File: src/rtl/spicart_pkg.sv
// rtl/spicart_pkg.sv - shared spicart protocol definitions (FSM states, header layout, fill byte)
package spicart_pkg;

    typedef enum logic [2:0] {
        IDLE,
        CS_SETUP,
        LOAD,
        SHIFT,
        CS_END,
        GAP
    } state_t;

    localparam int         CMD_WR_BIT = 7;
    localparam int         HDR_BYTES  = 2;
    localparam logic [7:0] FILL_BYTE  = 8'h00;

endpackage

File: src/rtl/spi_shift_byte.sv
// rtl/spi_shift_byte.sv - one SPI mode-0 byte: SCK divider, 3-bit bit counter, MOSI/MISO shift registers
module spi_shift_byte #(
    parameter int CLK_DIV = 2
) (
    input  logic       clk,
    input  logic       rst_n,
    input  logic       load,
    input  logic [7:0] tx_byte,
    input  logic       miso,
    output logic       sck,
    output logic       mosi,
    output logic       byte_done,
    output logic       last_rise,
    output logic [7:0] rx_next
);

    logic       active;
    logic       tail;
    logic [7:0] div;
    logic [2:0] bit_cnt;
    logic [7:0] tx_sr;
    logic [7:0] rx_sr;
    logic       tick;

    assign tick      = active && (div == 8'(CLK_DIV - 1));
    assign last_rise = tick && !tail && !sck && (bit_cnt == 3'd7);
    assign rx_next   = {rx_sr[6:0], miso};
    assign mosi      = tx_sr[7];

    // tail is the trailing low half-period after the 8th falling edge
    always_ff @(posedge clk or negedge rst_n) begin
        if (!rst_n) begin
            active    <= 1'b0;
            tail      <= 1'b0;
            sck       <= 1'b0;
            div       <= 8'd0;
            bit_cnt   <= 3'd0;
            tx_sr     <= 8'd0;
            rx_sr     <= 8'd0;
            byte_done <= 1'b0;
        end else begin
            byte_done <= 1'b0;
            if (load) begin
                tx_sr   <= tx_byte;
                active  <= 1'b1;
                tail    <= 1'b0;
                sck     <= 1'b0;
                div     <= 8'd0;
                bit_cnt <= 3'd0;
            end else if (active) begin
                if (!tick) begin
                    div <= div + 8'd1;
                end else begin
                    div <= 8'd0;
                    if (tail) begin
                        active    <= 1'b0;
                        byte_done <= 1'b1;
                    end else if (!sck) begin
                        sck   <= 1'b1;
                        rx_sr <= rx_next;
                    end else begin
                        sck <= 1'b0;
                        if (bit_cnt == 3'd7) begin
                            tail  <= 1'b1;
                            tx_sr <= 8'd0;
                        end else begin
                            bit_cnt <= bit_cnt + 3'd1;
                            tx_sr   <= {tx_sr[6:0], 1'b0};
                        end
                    end
                end
            end
        end
    end

endmodule

File: src/rtl/spicart_host.sv
// rtl/spicart_host.sv - spicart SPI initiator; SPICART_HOST_STALL_EN holds in LOAD on write underrun instead of sending 0xFF
module spicart_host
    import spicart_pkg::*;
#(
    parameter int CLK_DIV    = 2,
    parameter int CS_GAP     = 4,
    parameter int READ_DUMMY = 1
) (
    input  logic        clk,
    input  logic        rst_n,
    input  logic        start,
    input  logic        wr,
    input  logic [14:0] addr,
    input  logic [7:0]  len,
    input  logic [7:0]  tx_data,
    input  logic        tx_valid,
    output logic        tx_ready,
    output logic [7:0]  rx_data,
    output logic        rx_valid,
    output logic        busy,
    output logic        done,
    output logic        underrun,
    output logic        spi_cs,
    output logic        spi_sck,
    output logic        spi_mosi,
    input  logic        spi_miso
);

    state_t      state;
    logic        wr_q;
    logic [14:0] addr_q;
    logic [8:0]  total;
    logic [8:0]  byte_idx;
    logic [15:0] wait_cnt;
    logic        rd_data_q;
    logic        rx_pend;

    logic [8:0]  first_data;
    logic        is_data;
    logic        wr_data;
    logic [7:0]  hdr0;
    logic [7:0]  tx_byte;
    logic        stall;
    logic        load;
    logic        byte_done;
    logic        last_rise;
    logic [7:0]  rx_next;

    always_comb begin
        first_data = 9'(HDR_BYTES) + (wr_q ? 9'd0 : 9'(READ_DUMMY));
        is_data    = byte_idx >= first_data;
        wr_data    = wr_q && is_data;
        hdr0       = {1'b0, addr_q[14:8]};
        hdr0[CMD_WR_BIT] = wr_q;
        tx_byte    = FILL_BYTE;
        if (byte_idx == 9'd0)
            tx_byte = hdr0;
        else if (byte_idx == 9'd1)
            tx_byte = addr_q[7:0];
        else if (wr_data)
            tx_byte = tx_valid ? tx_data : 8'hFF;
    end

`ifdef SPICART_HOST_STALL_EN
    assign stall = (state == LOAD) && wr_data && !tx_valid;
`else
    assign stall = 1'b0;
`endif

    assign load     = (state == LOAD) && !stall;
    assign tx_ready = (state == LOAD) && wr_data && tx_valid;

    spi_shift_byte #(.CLK_DIV(CLK_DIV)) u_shift (
        .clk       (clk),
        .rst_n     (rst_n),
        .load      (load),
        .tx_byte   (tx_byte),
        .miso      (spi_miso),
        .sck       (spi_sck),
        .mosi      (spi_mosi),
        .byte_done (byte_done),
        .last_rise (last_rise),
        .rx_next   (rx_next)
    );

    always_ff @(posedge clk or negedge rst_n) begin
        if (!rst_n) begin
            state     <= IDLE;
            wr_q      <= 1'b0;
            addr_q    <= 15'd0;
            total     <= 9'd0;
            byte_idx  <= 9'd0;
            wait_cnt  <= 16'd0;
            rd_data_q <= 1'b0;
            rx_pend   <= 1'b0;
            rx_data   <= 8'd0;
            rx_valid  <= 1'b0;
            busy      <= 1'b0;
            done      <= 1'b0;
            underrun  <= 1'b0;
            spi_cs    <= 1'b0;
        end else begin
            done     <= 1'b0;
            rx_valid <= rx_pend;
            rx_pend  <= 1'b0;
            if (last_rise && rd_data_q) begin
                rx_data <= rx_next;
                rx_pend <= 1'b1;
            end

            case (state)
                IDLE: begin
                    if (start) begin
                        wr_q     <= wr;
                        addr_q   <= addr;
                        total    <= 9'(HDR_BYTES) + (wr ? 9'd0 : 9'(READ_DUMMY))
                                    + {len == 8'd0, len};
                        byte_idx <= 9'd0;
                        wait_cnt <= 16'd0;
                        busy     <= 1'b1;
                        underrun <= 1'b0;
                        spi_cs   <= 1'b1;
                        state    <= CS_SETUP;
                    end
                end
                CS_SETUP: begin
                    if (wait_cnt == 16'(CLK_DIV - 1))
                        state <= LOAD;
                    else
                        wait_cnt <= wait_cnt + 16'd1;
                end
                LOAD: begin
                    if (!stall) begin
                        byte_idx  <= byte_idx + 9'd1;
                        rd_data_q <= !wr_q && is_data;
                        if (wr_data && !tx_valid)
                            underrun <= 1'b1;
                        state <= SHIFT;
                    end
                end
                SHIFT: begin
                    if (byte_done) begin
                        if (byte_idx == total) begin
                            spi_cs <= 1'b0;
                            state  <= CS_END;
                        end else begin
                            state <= LOAD;
                        end
                    end
                end
                CS_END: begin
                    wait_cnt <= 16'd0;
                    state    <= GAP;
                end
                GAP: begin
                    if (int'(wait_cnt) + 1 >= CS_GAP) begin
                        done  <= 1'b1;
                        busy  <= 1'b0;
                        state <= IDLE;
                    end else begin
                        wait_cnt <= wait_cnt + 16'd1;
                    end
                end
                default: state <= IDLE;
            endcase
        end
    end

endmodule

File: config.mk
export PLATFORM = sky130hd
export DESIGN_NAME = spicart_host
export DESIGN_NICKNAME = d
export VERILOG_FILES = /design/src/rtl/spicart_pkg.sv /design/src/rtl/spi_shift_byte.sv /design/src/rtl/spicart_host.sv
export SDC_FILE = /design/constraint.sdc
export NUM_CORES = 1
export LEC_CHECK = 0
export CAP_MARGIN = 25
export CELL_PAD_IN_SITES_DETAIL_PLACEMENT = 1
export CELL_PAD_IN_SITES_GLOBAL_PLACEMENT = 1
export CORE_ASPECT_RATIO = 2
export CORE_UTILIZATION = 40
export CTS_CLUSTER_SIZE = 14
export DETAILED_ROUTE_END_ITERATION = 7
export PLACE_DENSITY = 0.74
export SYNTH_ARGS = -nofsm -noshare
export SYNTH_HDL_FRONTEND = slang
export SYNTH_HIERARCHICAL = 1
export SYNTH_SLANG_ARGS = --single-unit
File: constraint.sdc
create_clock -name clk -period 2.6 [get_ports clk]
set_clock_uncertainty 0.1 [all_clocks]
set_input_delay 0.39 -clock clk [delete_from_list [all_inputs] [get_ports clk]]
set_output_delay 0.39 -clock clk [all_outputs]
set_load 0.05 [all_outputs]
==> impl_results.md <==
- Failing checks: negative setup slack
- Int Power: between 3 and 4 mW
- Register area share after synthesis: 0.4648
- Top post-synthesis cells by count: nand2_1, dfrtp_1, nor2_1, o21ai_0
- MaxCap Viol Count: 0
- CP max stage delay: between 500 and 600 ps
- Clock latency at the later pin of the worst-skew pair: roughly 350 ps
- #FFs+latches synth: between 90 and 100
- I/O Buffers: 52
- Tot Pwr: between 5 and 6 mW
- 1st-iter DRT viols: ~170
- Final min period: 2612 ps
- P_leak: slightly above 3 nW
- CP Launch Type: flip-flop
- Pre-Repair DR Iteration Count: 4
- Multi-input logic area: between 2000 and 3000 um2
- Clock power share: 0.246
- Core box area: 12920 um2
- Unrepaired setup endpoints after global routing: yes
- Share of layout cells above drive strength 1: 0.2064
- Relative slew slack: 0.6243
- Sw Share: 0.3716
- Most used cell, CP: buf_4
- Maximum fanout along the worst path: 5
- Crit end category: output pin
- Comb power frac: 0.331
- Total gr overflow: 0
- Sink Count: 98
- Detailed Route WL: ~16000 um
- Mapped Area: 5276 um2
- Io pins: 53
- Routed len/inst: between 15 and 20 um
- TritonCTS Buffers: 9
- CTS max path bufs: 2
- DRC: 0
- Fmax: ~380 MHz
- Post-route ant nets: 0
- HPWL Detailed: roughly 12000 um
- Num rows: 59
- Final core occ: 0.5278
- Root Buffer: clkbuf_16
- Max Slew Vio Count: 0
- ANT cells: 0
- YS warnings: 6
- Initial Util: 0.4084
- Place WS: -172.1 ps
- Total track usage: 0.2394
- Outcome: finished with violations
- Area growth syn-to-layout: 29.24%
- CP max stage cell: or4_4
- Placer Congestion: ~0.9
- Design Area, Final: approximately 6800 um2
- Final period util: 1.005
- Data arrival, critical path: between 2000 and 2500 ps
- Psw: approximately 2.2 mW
- Die area: approximately 14000 um2
- Vias/cell: approximately 5.8
- # setup viols final: 1
- Post-Synthesis Cells: roughly 560
- Largest area contributor in the netlist: dfrtp_1
- Clk slew on worst S/H paths: 80 ps
- Largest net degree at the start of global routing: 50
- Vias: 4680
- Final WS setup: -11.88 ps
- Critical path type: reg -> out
- Slew at the pin closest to its max-slew limit: about 560 ps
- CTS tree: yes
- Mapped Nets: 608
- Reg area: roughly 2500 um2
- Most used DFF post-synth: dfrtp_1
- Die width: around 83 um
- Vias in the first global route: ~5200
- Fillers: between 1000 and 1500
- Die Ht: 164.4 um
- Nets: about 700
- H-Tree Depth: 3
- Area after DPL: 6212 um2
- Pwr dens: approximately 860 nW/um2
- Top-area cell type share of the netlist area: 0.4648
- Initial antenna violation count: 0
- Yosys cell types: 70
- Max VDD drop: slightly below 500 uV
- Required time of the critical path: approximately 2100 ps
- Worst Hold Class: reg -> reg
- Count leader, synth: nand2_1
- Cell Chain, Critical Path: or4_4, nor4_4, a21boi_2, buf_4, nor4_2, buf_4
- Post-synth ARST share: 1.000
- Synth top area cells: dfrtp_1, nand2_1, o21ai_0
- Sequential share of power: 0.423
- First-pass GRT wire length: ~26000 um
- EDFF count, synth: 0
- Final Hold Fails: 0
- Avg Inst Size Synth: between 9 and 10 um2
## power groups by stage
| stage | combinational (mW) | clock, mW | sequential (mW) |
|---|---|---|---|
| after floorplan | 1.07 | 0 | 2.45 |
| after global placement | 1.67 | 0 | 2.45 |
| after detailed placement | 1.77 | 0 | 2.48 |
| after CTS | 1.83 | 1.47 | 2.47 |
| after global routing | 2.13 | 1.52 | 2.55 |
| final | 1.94 | 1.45 | 2.48 |
## cells by family after synthesis
family                     after synthesis  share of synthesized area
and+or+nand+nor                        235                     0.2253
AOI/OAI and AO/OA                      126                     0.1596
muxes                                   22                    0.05051
DFF                                     98                     0.4648
xor gates and xnor gates                22                    0.03652
adders and majority gates               12                    0.02846
buffers and inverters                   44                    0.03485
## area by class of cell
type | instances | share of cell area
Timing Repair Buffer | 107 | 0.1413
Clock inverter | 6 | 0.01156
Clock buffer | 10 | 0.03505
Tap cell | 152 | 0.02789
Inverter | 20 | 0.01101
Multi-Input combinational cell | 418 | 0.4125
Sequential cell | 98 | 0.3607
## path summary, 6_finish.rpt
path | slack [ps] | depth (start not counted) | startpoint | to
max | -10 | 6 | byte_idx[7] | tx_ready
min | 270 | 0 | rx_pend | rx_valid
max reg2reg | 50 | 7 | wait_cnt[4] | wait_cnt[7]
min reg2reg | 270 | 0 | rx_pend | rx_valid
max in group asynchronous | 1270 | 3 | rst_n | wait_cnt[2]
min in group asynchronous | 470 | 2 | rst_n | total[8]
## sequential cells by signal, summed over array words and instances, names as in the netlist, 3 cells and up
name and cells:
wait_cnt 16, addr_q 15, byte_idx 9, total 9
rx_data 8, u_shift/div 8, u_shift/tx_sr 8, u_shift/rx_sr 7
state 3, u_shift/bit_cnt 3
## cells in the final DEF (no fill, tap or decap), types with 8 or more instances in the layout
cell type	instances
nand2_1	102
dfrtp_1	92
buf_4	52
clkdlybuf4s50_1	50
nor2_1	37
o21ai_0	31
inv_1	18
nand2b_1	14
a21oi_1	14
a31oi_1	12
nand3_1	12
xnor2_1	12
nand4_1	11
o21ai_1	11
ha_1	11
xor2_1	10
mux2_2	9
clkbuf_16	9
o211ai_1	8
o22ai_1	8
## per-layer routing
| layer | part of all wire | global-route usage |
|---|---|---|
| met2 | 0.60 | 0.4851 |
| met5 | 0 | 0 |
| met3 | 0.014 | 0.02799 |
| met1 | 0.35 | 0.2277 |
| met4 | 0.043 | 0.1324 |
## stage by stage
| stage | hold WS (ps) | setup TNS [ps] | std cells |
|---|---|---|---|
| after global routing | 272.9 | -145.6 | 811 |
| final | 268.8 | -11.88 | 811 |
| after floorplan | -5.591 | 0 | 559 |
| after global placement | 236.9 | -450.1 | 781 |
| after detailed placement | 254.9 | -1459 | 781 |
| after CTS | 272.4 | 0 | 799 |
## worst max-delay path: cells and delay by family, from the launching register on
| kind | cells | cell delay, ps |
|---|---|---|
| flops | 1 | 450 |
| simple gates | 3 | 760 |
| compound gates | 1 | 240 |
| buf+inv | 2 | 330 |
## what timing repair did
item	in CTS	in global routing
endpoints found under the hold margin	34	0
setup buffers	1	11
gates resized for setup	13	23
endpoints found under the setup margin	15	14
hold buffers	1	0
cloned	0	1
pin swaps	1	3
Power figures use the tool's default switching activity.
